[src/rtl/uart_tx_fifo.sv]
// UART transmitter with a small byte FIFO in front of an 8-bit LSB-first serializer.
// Optional even parity bit is compiled in with `define UART_TX_PARITY_EN (8E1 instead of 8N1).
module uart_tx_fifo #(
  parameter int CLOCK_FREQ = 125_000_000,
  parameter int BAUD_RATE  = 115_200,
  parameter int FIFO_DEPTH = 4
) (
  input  logic       i_clk,
  input  logic       i_rst_n,
  input  logic [7:0] i_data,
  input  logic       i_data_valid,
  output logic       o_data_ready,
  output logic       o_serial_tx,
  output logic       o_busy
);

  localparam int SYMBOL_CYCLES = CLOCK_FREQ / BAUD_RATE;
  localparam int BAUD_W        = (SYMBOL_CYCLES > 1) ? $clog2(SYMBOL_CYCLES) : 1;
  localparam int PTR_W         = $clog2(FIFO_DEPTH);
  localparam int CNT_W         = $clog2(FIFO_DEPTH + 1);

  typedef enum logic [2:0] {
    IDLE   = 3'd0,
    START  = 3'd1,
    DATA   = 3'd2,
`ifdef UART_TX_PARITY_EN
    PARITY = 3'd3,
`endif
    STOP   = 3'd4
  } state_t;

  state_t             state_q, state_d;
  logic [BAUD_W-1:0]  baud_q, baud_d;
  logic [2:0]         bit_q, bit_d;
  logic [7:0]         shift_q, shift_d;
  logic               tx_q, tx_d;
  logic [CNT_W-1:0]   count_q, count_d;
  logic [PTR_W-1:0]   wr_ptr_q, wr_ptr_d;
  logic [PTR_W-1:0]   rd_ptr_q, rd_ptr_d;
  logic [7:0]         mem_q [FIFO_DEPTH];
  logic [7:0]         head;
  logic               push;
  logic               pop;
  logic               baud_end;
`ifdef UART_TX_PARITY_EN
  logic               parity_q, parity_d;
`endif

  function automatic logic [PTR_W-1:0] ptr_inc(input logic [PTR_W-1:0] p);
    return (p == PTR_W'(FIFO_DEPTH - 1)) ? '0 : p + 1'b1;
  endfunction

  assign o_data_ready = (count_q < CNT_W'(FIFO_DEPTH));
  assign push         = i_data_valid && o_data_ready;
  assign head         = mem_q[rd_ptr_q];
  assign baud_end     = (baud_q == BAUD_W'(SYMBOL_CYCLES - 1));
  assign o_serial_tx  = tx_q;
  assign o_busy       = (state_q != IDLE) || (count_q != '0);

  // FIFO bookkeeping; a simultaneous push and pop leaves the count unchanged.
  always_comb begin
    wr_ptr_d = push ? ptr_inc(wr_ptr_q) : wr_ptr_q;
    rd_ptr_d = pop  ? ptr_inc(rd_ptr_q) : rd_ptr_q;
    count_d  = count_q;
    if (push && !pop) begin
      count_d = count_q + 1'b1;
    end else if (pop && !push) begin
      count_d = count_q - 1'b1;
    end
  end

  always_ff @(posedge i_clk) begin
    if (push) begin
      mem_q[wr_ptr_q] <= i_data;
    end
  end

  always_comb begin
    state_d  = state_q;
    baud_d   = baud_q;
    bit_d    = bit_q;
    shift_d  = shift_q;
    pop      = 1'b0;
`ifdef UART_TX_PARITY_EN
    parity_d = parity_q;
`endif
    case (state_q)
      IDLE: begin
        baud_d = '0;
        if (count_q != '0) begin
          pop      = 1'b1;
          shift_d  = head;
`ifdef UART_TX_PARITY_EN
          parity_d = ^head;
`endif
          state_d  = START;
        end
      end
      START: begin
        if (baud_end) begin
          baud_d  = '0;
          bit_d   = '0;
          state_d = DATA;
        end else begin
          baud_d = baud_q + 1'b1;
        end
      end
      DATA: begin
        if (baud_end) begin
          baud_d = '0;
          if (bit_q == 3'd7) begin
`ifdef UART_TX_PARITY_EN
            state_d = PARITY;
`else
            state_d = STOP;
`endif
          end else begin
            bit_d   = bit_q + 3'd1;
            shift_d = {1'b0, shift_q[7:1]};
          end
        end else begin
          baud_d = baud_q + 1'b1;
        end
      end
`ifdef UART_TX_PARITY_EN
      PARITY: begin
        if (baud_end) begin
          baud_d  = '0;
          state_d = STOP;
        end else begin
          baud_d = baud_q + 1'b1;
        end
      end
`endif
      STOP: begin
        if (baud_end) begin
          baud_d = '0;
          // Chain straight into the next start bit so queued bytes leave without an idle gap.
          if (count_q != '0) begin
            pop      = 1'b1;
            shift_d  = head;
`ifdef UART_TX_PARITY_EN
            parity_d = ^head;
`endif
            state_d  = START;
          end else begin
            state_d = IDLE;
          end
        end else begin
          baud_d = baud_q + 1'b1;
        end
      end
      default: begin
        baud_d  = '0;
        state_d = IDLE;
      end
    endcase

    // Line level follows the state being entered, so it is registered glitch-free.
    case (state_d)
      START:   tx_d = 1'b0;
      DATA:    tx_d = shift_d[0];
`ifdef UART_TX_PARITY_EN
      PARITY:  tx_d = parity_d;
`endif
      default: tx_d = 1'b1;
    endcase
  end

  always_ff @(posedge i_clk or negedge i_rst_n) begin
    if (!i_rst_n) begin
      state_q  <= IDLE;
      baud_q   <= '0;
      bit_q    <= '0;
      tx_q     <= 1'b1;
      count_q  <= '0;
      wr_ptr_q <= '0;
      rd_ptr_q <= '0;
    end else begin
      state_q  <= state_d;
      baud_q   <= baud_d;
      bit_q    <= bit_d;
      tx_q     <= tx_d;
      count_q  <= count_d;
      wr_ptr_q <= wr_ptr_d;
      rd_ptr_q <= rd_ptr_d;
    end
  end

  always_ff @(posedge i_clk) begin
    shift_q  <= shift_d;
`ifdef UART_TX_PARITY_EN
    parity_q <= parity_d;
`endif
  end

endmodule

[config.mk]
export PLATFORM = sky130hd
export DESIGN_NAME = uart_tx_fifo
export DESIGN_NICKNAME = d
export VERILOG_FILES = /design/src/rtl/uart_tx_fifo.sv
export SDC_FILE = /design/constraint.sdc
export NUM_CORES = 1
export LEC_CHECK = 0
export BUFFER_PORTS_ARGS = -buffer_cell sky130_fd_sc_hd__buf_2
export CAP_MARGIN = 25
export CORE_MARGIN = 1
export CORE_UTILIZATION = 50
export CTS_CLUSTER_SIZE = 25
export DETAILED_ROUTE_END_ITERATION = 10
export PLACE_DENSITY = 0.68
export REMOVE_ABC_BUFFERS = 1
export SLEW_MARGIN = 10
export SYNTH_ARGS = -nofsm -noshare
export SYNTH_HDL_FRONTEND = slang
export SYNTH_SLANG_ARGS = --single-unit
[constraint.sdc]
create_clock -name i_clk -period 6 [get_ports i_clk]
set_input_delay 0.3 -clock i_clk [delete_from_list [all_inputs] [get_ports i_clk]]
set_output_delay 0.3 -clock i_clk [all_outputs]
set_load 0.005 [all_outputs]
* After elaboration in Yosys (flattened, before gate mapping)
Memory sizes are Yosys's and may differ from the RTL's.
Index checks and enable logic that the tools add are counted.
** Storage, ports and cells
- Input bits :: 11
- Bits in registers :: 33
- RAM bits :: 32
- Memories :: 1
- Output and inout bits :: 3
** Operators by class
- Multiplexer cells :: 28
- Add/sub/neg operators :: 6
- Reductions and logical operators :: 15
- Equal/unequal tests :: 13
- Magnitude comparators :: 1
** Memory list
- mem_q :: depth 4, bits a word 8, rd ports 1, clocked after Yosys merged registers in 0, wr ports 1, RTL line 40 : logic [7:0] mem_q [FIFO_DEPTH];
** Operators by type and width (count)
- 8-bit 2-to-1 mux :: 4
- 3-bit 2-to-1 mux :: 10
- 8-bit case mux with 3 select lines :: 1
- 11-bit 2-to-1 mux :: 2
- 3-bit case mux with 4 select lines :: 1
- 11-bit by 1-bit adder with 11-bit output (second input constant) :: 1
- 11-bit equality test (second input constant) :: 1
- 3-bit nonzero test :: 3
- 2-bit != test (second input constant) :: 4
- 4-bit AND reduction :: 2
- 3-bit by 1-bit adder with 3-bit output (second input constant) :: 2
- 3-bit by 1-bit equality test with 1-bit output (second input constant) :: 2
- 3-bit by 2-bit equality test with 1-bit output (second input constant) :: 2
- 3-bit equality test (second input constant) :: 2
- 3-bit case mux with 2 select lines :: 1
- 1-bit 2-to-1 mux :: 5
- 2-bit by 1-bit adder with 2-bit output (second input constant) :: 2
- 2-bit equality test (second input constant) :: 2
- 2-bit 2-to-1 mux :: 2
- 1-bit case mux with 2 select lines :: 2
- 2-bit nonzero test :: 2
- 1-bit logical AND :: 3
- 3-bit logical NOT :: 1
- 3-bit less-than comparator (second input constant) :: 1
- other kinds (4) :: 5

* Logic depth before layout (Yosys ltp)
Gate-level depths: netlist of run 1.
- Depth in word-level cells :: 7
- Depth in mapped cells :: 11
- Depth with buffers taken out :: 11

* Worst setup path after synthesis of run 1
No wires, ideal clock.
- Path kind :: register -> register
- Start :: register baud_q[0]
- End :: register count_q[1]
- Cell stages (with the launch flop) :: 10
- Required time :: 5.875 ns
- Period minus slack after synthesis :: 2.465 ns
- Path slack :: 3.535 ns
- Setup time :: 0.125 ns
- Buffers on the path :: 0
- Arrival time :: 2.340 ns
- Cell sequence :: dfrtp_1 inv_1 ha_1 nand4bb_1 o31ai_2 nand3_1 ha_1 inv_1 fa_1 mux2_2
** On the way
- Longest elaborated chain between the ends :: 6
- Elaborated cells between the ends (all ways) :: 8
- Classes of those cells :: eq/ne (1); mux (3); reduce/logical (4)
** RTL lines
- start, declared :: RTL line 33 : logic [BAUD_W-1:0] baud_q, baud_d;
- start signal, assigned :: RTL line 181 : baud_q <= baud_d;
- 11-bit equality test :: RTL line 56 : assign baud_end = (baud_q == BAUD_W'(SYMBOL_CYCLES - 1));
- 1-bit 2-to-1 mux :: RTL line 136 : if (baud_end) begin
- 1-bit case mux with 2 select lines :: RTL line 87 : case (state_q)
- 1-bit logical NOT :: RTL line 65 : if (push && !pop) begin
- 1-bit logical AND :: RTL line 65
- 3-bit 2-to-1 mux :: RTL line 65
- named net count_d[1] :: RTL line 37 : logic [CNT_W-1:0] count_q, count_d;
- end signal, assigned :: RTL line 184 : count_q <= count_d;
- end, declared :: RTL line 37
The timed path passes the listed nets, and every way through them passes these cells.
A chain may end at the register's enable or synchronous reset.

* Worst setup path in the final report of run 1
Ends and elaborated chain as after synthesis.

==> impl_metrics.env, run 1 <==
export IMPL_rsz0062_at_grt="no"
export IMPL_area_delta_synth_final_pct=10.9
export IMPL_fin_nets=270
export IMPL_clockBufferDepth=2
export IMPL_wl_per_cell_um=15.6
export IMPL_ys_seq_elements=65
export IMPL_synth_warning_count=0
export IMPL_fin_crit_sh=0.447
export IMPL_core_area_um2=5680
export IMPL_slew_viol_final=0
export IMPL_cap_violations=0
export IMPL_relSlewSlack=0.457
export IMPL_avgSynthCellArea_um2=13.0
export IMPL_arrival_ps=2910
export IMPL_synth_async_reset_ratio=0.385
export IMPL_p_total_mw=1.21
export IMPL_drt_iter0_drc=68
export IMPL_synth_edf_count=39
export IMPL_post_dp_cell_area_um2=3140
export IMPL_peakVddDrop_v=0.000240
export IMPL_holdPathStages=1
export IMPL_port_buffers=13
export IMPL_rows=27
export IMPL_yosysSeqAreaShare=0.601
export IMPL_ctsRootBufferMaster="clkbuf_8"
export IMPL_crit_path_start_kind="register"
export IMPL_crit_fanout=5
export IMPL_synthCells=232
export IMPL_filler_cell_count=483
export IMPL_ys_types=45
export IMPL_cpPeakStageDelay_ps=430
export IMPL_r2r_cells=9
export IMPL_cp_cell_sequence="inv_1 > ha_1 > nand4bb_1 > o31ai_2 > nand3_1 > ha_1 > inv_1 > fa_1 > mux2_2"
export IMPL_cts_tree="built"
export IMPL_hold_viol_final=0
export IMPL_drc_errors=0
export IMPL_htreeDepth=3
export IMPL_cts_made_buffers=9
export IMPL_criticalPathCategory="register to register"
export IMPL_syn_cell_area_um2=3030
export IMPL_critPathRequiredTime_ps=6230
export IMPL_endpoint_kind="register"
export IMPL_whs_ps=177
export IMPL_die_area_um2=6370
export IMPL_grt_pass1_wl_um=8540
export IMPL_antenna_found_initial=0
export IMPL_wl_um=5070
export IMPL_grt_util_all_layers=0.188
export IMPL_ant_nets=0
export IMPL_pre_cts_ws_ps=3330
export IMPL_p_leak_nw=1.33
export IMPL_dieWidth_um=79.8
export IMPL_design_area_um2=3350
export IMPL_min_path_type="primary input to register"
export IMPL_vias_per_cell=5.48
export IMPL_place_hpwl_um=3510
export IMPL_grt_pass1_vias=1732
export IMPL_fin_skew_ps=10.8
export IMPL_stdcell_count=325
export IMPL_initial_core_util=0.533
export IMPL_ys_flop_type="edfxtp_1"
export IMPL_die_h_um=79.8
export IMPL_clock_fmax_mhz=373
export IMPL_antenna_cells=0
export IMPL_status="finished clean"
export IMPL_setup_slack_ps=3320
export IMPL_final_common_cell="edfxtp_1"
export IMPL_slowest_stage="o31ai_2"
export IMPL_ios=14
export IMPL_dp_cells=308
export IMPL_vias=1780
export IMPL_setup_viol=0
export IMPL_grt_max_degree=26
export IMPL_insertion_delay_ps=340
export IMPL_final_util=0.591
export IMPL_cts_sinks=65
export IMPL_drive_gt1_frac=0.174
export IMPL_max_slew_worst_pin_slew_ps=809
export IMPL_final_cell_mix="39 x edfxtp_1, 24 x dfrtp_1, 23 x nand2_1, 22 x nor2_1, 13 x buf_2"
export IMPL_overflow=0
export IMPL_powerDensity_nw_per_um2=360
export IMPL_setup_tns_ps=0
export IMPL_cts_clk_slew_worst_paths_ps=80
export IMPL_firstDrtPassIters=5
export IMPL_routabilityCongestion=0.809
export IMPL_layout_min_cycle_time_ps=2680
layout make-up:
class                      instances  area, um2  share of cell area
inverter                          11       41.3              0.0123
sequential                        65       1820               0.542
timing repair buffer              14       75.1              0.0224
multi-input combinational        147       1120               0.335
tap                               72       90.1              0.0269
clock inverter                     7       82.6              0.0246
clock buffer                       9        124              0.0369
where the power goes:
part | switching [mW] | total (mW) | internal (mW)
Clock | 0.188 | 0.387 | 0.199
Combinational | 0.120 | 0.218 | 0.0971
Sequential | 0.0565 | 0.603 | 0.547
Total | 0.365 | 1.21 | 0.843
Yosys cell counts, types with 2 or more instances:
library cell / count / share of area
o21ai_0: 11 / 0.018
and2_1: 5 / 0.010
mux2i_1: 6 / 0.020
xor2_1: 8 / 0.023
inv_1: 11 / 0.014
a22o_1: 4 / 0.012
nand3_1: 7 / 0.012
nor2b_1: 2 / 0.0041
nand4_1: 2 / 0.0041
a21oi_1: 4 / 0.0066
nor3_1: 6 / 0.0099
xnor2_1: 5 / 0.014
o21ai_1: 2 / 0.0033
mux4_2: 8 / 0.060
nand2_1: 23 / 0.029
clkbuf_1: 7 / 0.0087
dfrtp_1: 24 / 0.20
nand4bb_1: 2 / 0.0074
ha_1: 10 / 0.041
edfxtp_1: 39 / 0.39
nor2_1: 22 / 0.027
worst max-delay path, delay by kind of cell, from the launching register on:
kind | cells | cell delay, ps
adder cells (fa/ha/maj) | 3 | 840
buffers and inverters | 2 | 160
AO/OA/AOI/OAI | 1 | 430
AND/OR/NAND/NOR | 2 | 470
flip-flops | 1 | 410
multiplexers | 1 | 260
routing by layer:
metal  up-vias  global-route usage  wire (um)
met5         -                   0          0
met3         8              0.0549        123
met2        25               0.261       2230
met1       872               0.268       2610
met4         0              0.0964        102
li1        875                   -          -
kinds of logic (layout without fill, tap and decap cells):
| logic type | Yosys count | count (layout) | share of synthesized area |
|---|---|---|---|
| XOR/XNOR | 13 | 13 | 0.0376 |
| flip-flops | 65 | 65 | 0.601 |
| AND/OR/NAND/NOR | 77 | 77 | 0.132 |
| buffers and inverters | 20 | 41 | 0.0277 |
| adder cells (fa/ha/maj) | 11 | 11 | 0.0480 |
| AO/OA/AOI/OAI | 30 | 30 | 0.0670 |
| multiplexers | 16 | 16 | 0.0868 |
worst paths after layout:
check,startpoint,to,slack [ps]
worst max-delay path,baud_q[0]$_DFF_PN0_,count_q[1]$_DFFE_PN0P_,3320
worst min-delay path,i_data[7],mem_q[2][7]$_DFFE_PP_,180
worst max register to register,baud_q[0]$_DFF_PN0_,count_q[1]$_DFFE_PN0P_,3320
worst min register to register,baud_q[0]$_DFF_PN0_,baud_q[0]$_DFF_PN0_,490
max in group asynchronous,i_rst_n,count_q[0]$_DFFE_PN0P_,5140
min in group asynchronous,i_rst_n,state_q[2]$_DFF_PN0_,480
sequential cells by signal, indices dropped and copies added, names as in the netlist:
register	cells
mem_q	32
bit_q	3
baud_q	11
wr_ptr_q	2
state_q	3
o_serial_tx	1
rd_ptr_q	2
count_q	3
shift_q	8
timing repair:
item,CTS,global route
setup buffers,0,0
gates resized for setup,0,0
hold endpoints to repair,24,0
hold buffers,1,0
No activity file was read; power rests on OpenSTA's default activity.
==> inputs of run 2 (changes only) <==
--- a/config.mk
+++ b/config.mk
@@ -11,7 +11,7 @@
 export CORE_UTILIZATION = 50
 export CTS_CLUSTER_SIZE = 25
 export DETAILED_ROUTE_END_ITERATION = 10
-export PLACE_DENSITY = 0.68
+export PLACE_DENSITY = 0.71
 export REMOVE_ABC_BUFFERS = 1
 export SLEW_MARGIN = 10
 export SYNTH_ARGS = -nofsm -noshare
==> constraint.sdc (replaced) <==
create_clock -name i_clk -period 2.4 [get_ports i_clk]
set_input_delay 0.12 -clock i_clk [delete_from_list [all_inputs] [get_ports i_clk]]
set_output_delay 0.12 -clock i_clk [all_outputs]
set_load 0.005 [all_outputs]
==> impl_metrics.env, run 2 (synthesis gave the netlist of run 1 again) <==
export IMPL_vias=1887
export IMPL_hold_viol_final=0
export IMPL_r2r_cells=9
export IMPL_whs_ps=308
export IMPL_slew_viol_final=0
export IMPL_ios=14
export IMPL_switching_share=0.299
export IMPL_clockBufferDepth=2
export IMPL_comb_power_share=0.200
export IMPL_place_hpwl_um=3640
export IMPL_post_dp_cell_area_um2=3240
export IMPL_grt_max_degree=26
export IMPL_area_delta_synth_final_pct=17.5
export IMPL_final_cell_mix="39 x edfxtp_1, 24 x dfrtp_1, 23 x nand2_1, 22 x nor2_1, 14 x buf_4"
export IMPL_crit_fanout=4
export IMPL_timing_rr_end="count_q[1]$_DFFE_PN0P_"
export IMPL_power_switching_mw=0.922
export IMPL_seq_area_um2=1820
export IMPL_min_path_type="primary input to asynchronous set/reset pin"
export IMPL_initial_core_util=0.533
export IMPL_dieWidth_um=79.8
export IMPL_fin_crit_sh=0.930
export IMPL_arrival_ps=2460
export IMPL_cts_clk_slew_worst_paths_ps=80
export IMPL_ctsRootBufferMaster="clkbuf_8"
export IMPL_grt_pass1_vias=1876
export IMPL_setup_viol=0
export IMPL_crit_path_start_kind="register"
export IMPL_p_total_mw=3.08
export IMPL_cts_tree="built"
export IMPL_rows=27
export IMPL_p_int_mw=2.16
export IMPL_rsz0062_at_grt="no"
export IMPL_fin_skew_ps=10.7
export IMPL_critPathRequiredTime_ps=2630
export IMPL_die_area_um2=6370
export IMPL_antenna_cells=0
export IMPL_peakVddDrop_v=0.000582
export IMPL_design_area_um2=3560
export IMPL_dp_cells=321
export IMPL_wl_um=5260
export IMPL_final_common_cell="edfxtp_1"
export IMPL_p_seq_frac=0.489
export IMPL_criticalPathCategory="register to register"
export IMPL_multi_input_area_um2=1140
export IMPL_r2r_slack_ps=170
export IMPL_grt_util_all_layers=0.199
export IMPL_firstDrtPassIters=4
export IMPL_max_slew_worst_pin_slew_ps=590
export IMPL_reg_top3="mem_q (32), baud_q (11), shift_q (8)"
export IMPL_port_buffers=13
export IMPL_htreeDepth=3
export IMPL_antenna_found_initial=0
export IMPL_cts_sinks=65
export IMPL_regMostFlops="mem_q"
export IMPL_overflow=0
export IMPL_relSlewSlack=0.607
export IMPL_wl_per_cell_um=15.2
export IMPL_core_area_um2=5680
export IMPL_crit_start="baud_q[0]$_DFF_PN0_"
export IMPL_status="finished clean"
export IMPL_clock_fmax_mhz=448
export IMPL_cap_violations=0
export IMPL_fin_nets=292
export IMPL_drive_gt1_frac=0.225
export IMPL_layout_min_cycle_time_ps=2230
export IMPL_drc_errors=0
export IMPL_insertion_delay_ps=350
export IMPL_p_leak_nw=1.44
export IMPL_routabilityCongestion=0.823
export IMPL_vias_per_cell=5.44
export IMPL_powerDensity_nw_per_um2=866
export IMPL_cts_made_buffers=9
export IMPL_clkPwrFrac=0.311
export IMPL_grt_pass1_wl_um=9200
export IMPL_endpoint_kind="register"
export IMPL_rr_startpoint="baud_q[0]$_DFF_PN0_"
export IMPL_largest_reg_flops=32
export IMPL_ant_nets=0
export IMPL_die_h_um=79.8
export IMPL_stdcell_count=347
export IMPL_drt_iter0_drc=87
export IMPL_final_util=0.627
export IMPL_filler_cell_count=449
[run 2: cell types whose count changed in the layout (fill, tap and decap cells not counted), sizes merged]
cell / previous run / this run
buf: 13 / 27
clkinv: 0 / 1
clkinvlp: 2 / 1
dlygate4sd3: 1 / 9
[run 2: worst max-delay path by stage]
| stage | depth (start not counted) | slack (ps) | endpoint |
|---|---|---|---|
| floorplan | 9 | -60 | count_q[1]$_DFFE_PN0P_ |
| global route | 9 | 9 | count_q[1]$_DFFE_PN0P_ |
| CTS | 9 | 50 | count_q[1]$_DFFE_PN0P_ |
| global placement | 9 | 160 | shift_q[4]$_DFFE_PP_ |
| finish | 9 | 170 | count_q[1]$_DFFE_PN0P_ |
| detailed placement | 9 | 60 | count_q[1]$_DFFE_PN0P_ |
[run 2: repair_timing]
item / 4_1_cts / 5_1_grt
endpoints found under the hold margin: 56 / 0
hold buffers: 9 / 0
endpoints found under the setup margin: 0 / 9
setup buffers: 0 / 1
resized for setup: 0 / 5
[run 2: worst max-delay path: stages, from the launching register on]
cell	delay [ps]
dfrtp_1	420
inv_2	90
ha_4	130
nand4bb_1	130
o31ai_2	240
nand3_1	150
ha_2	210
inv_1	70
fa_1	420
mux2_2	270
[run 2: power by group through the flow]
stage / combinational, mW / sequential, mW / clock, mW
floorplan: 0.423 / 1.49 / 0
global placement: 0.567 / 1.52 / 0
detailed placement: 0.591 / 1.53 / 0
CTS: 0.606 / 1.50 / 0.985
global route: 0.712 / 1.53 / 1.03
finish: 0.615 / 1.51 / 0.960
[run 2: stage by stage]
| step | setup WS [ps] | setup TNS (ps) |
|---|---|---|
| after global routing | 9.04 | 0 |
| after CTS | 47.8 | 0 |
| after detailed placement | 59.1 | 0 |
| after floorplan | -56.2 | -56.2 |
| final | 168 | 0 |
| after global placement | 163 | 0 |
[run 2: cell type report]
type / count / share of cell area
sequential: 65 / 0.511
multi-input combinational: 147 / 0.320
timing repair buffer: 36 / 0.0732
clock buffer: 9 / 0.0348
tap: 72 / 0.0253
clock inverter: 7 / 0.0236
inverter: 11 / 0.0116
[run 2: metal layers]
layer / vias up / wire length [um] / track usage
li1: 919 / - / -
met1: 922 / 2440 / 0.261
met2: 40 / 2510 / 0.309
met3: 6 / 236 / 0.0651
met4: 0 / 74 / 0.0696
met5: - / 0 / 0
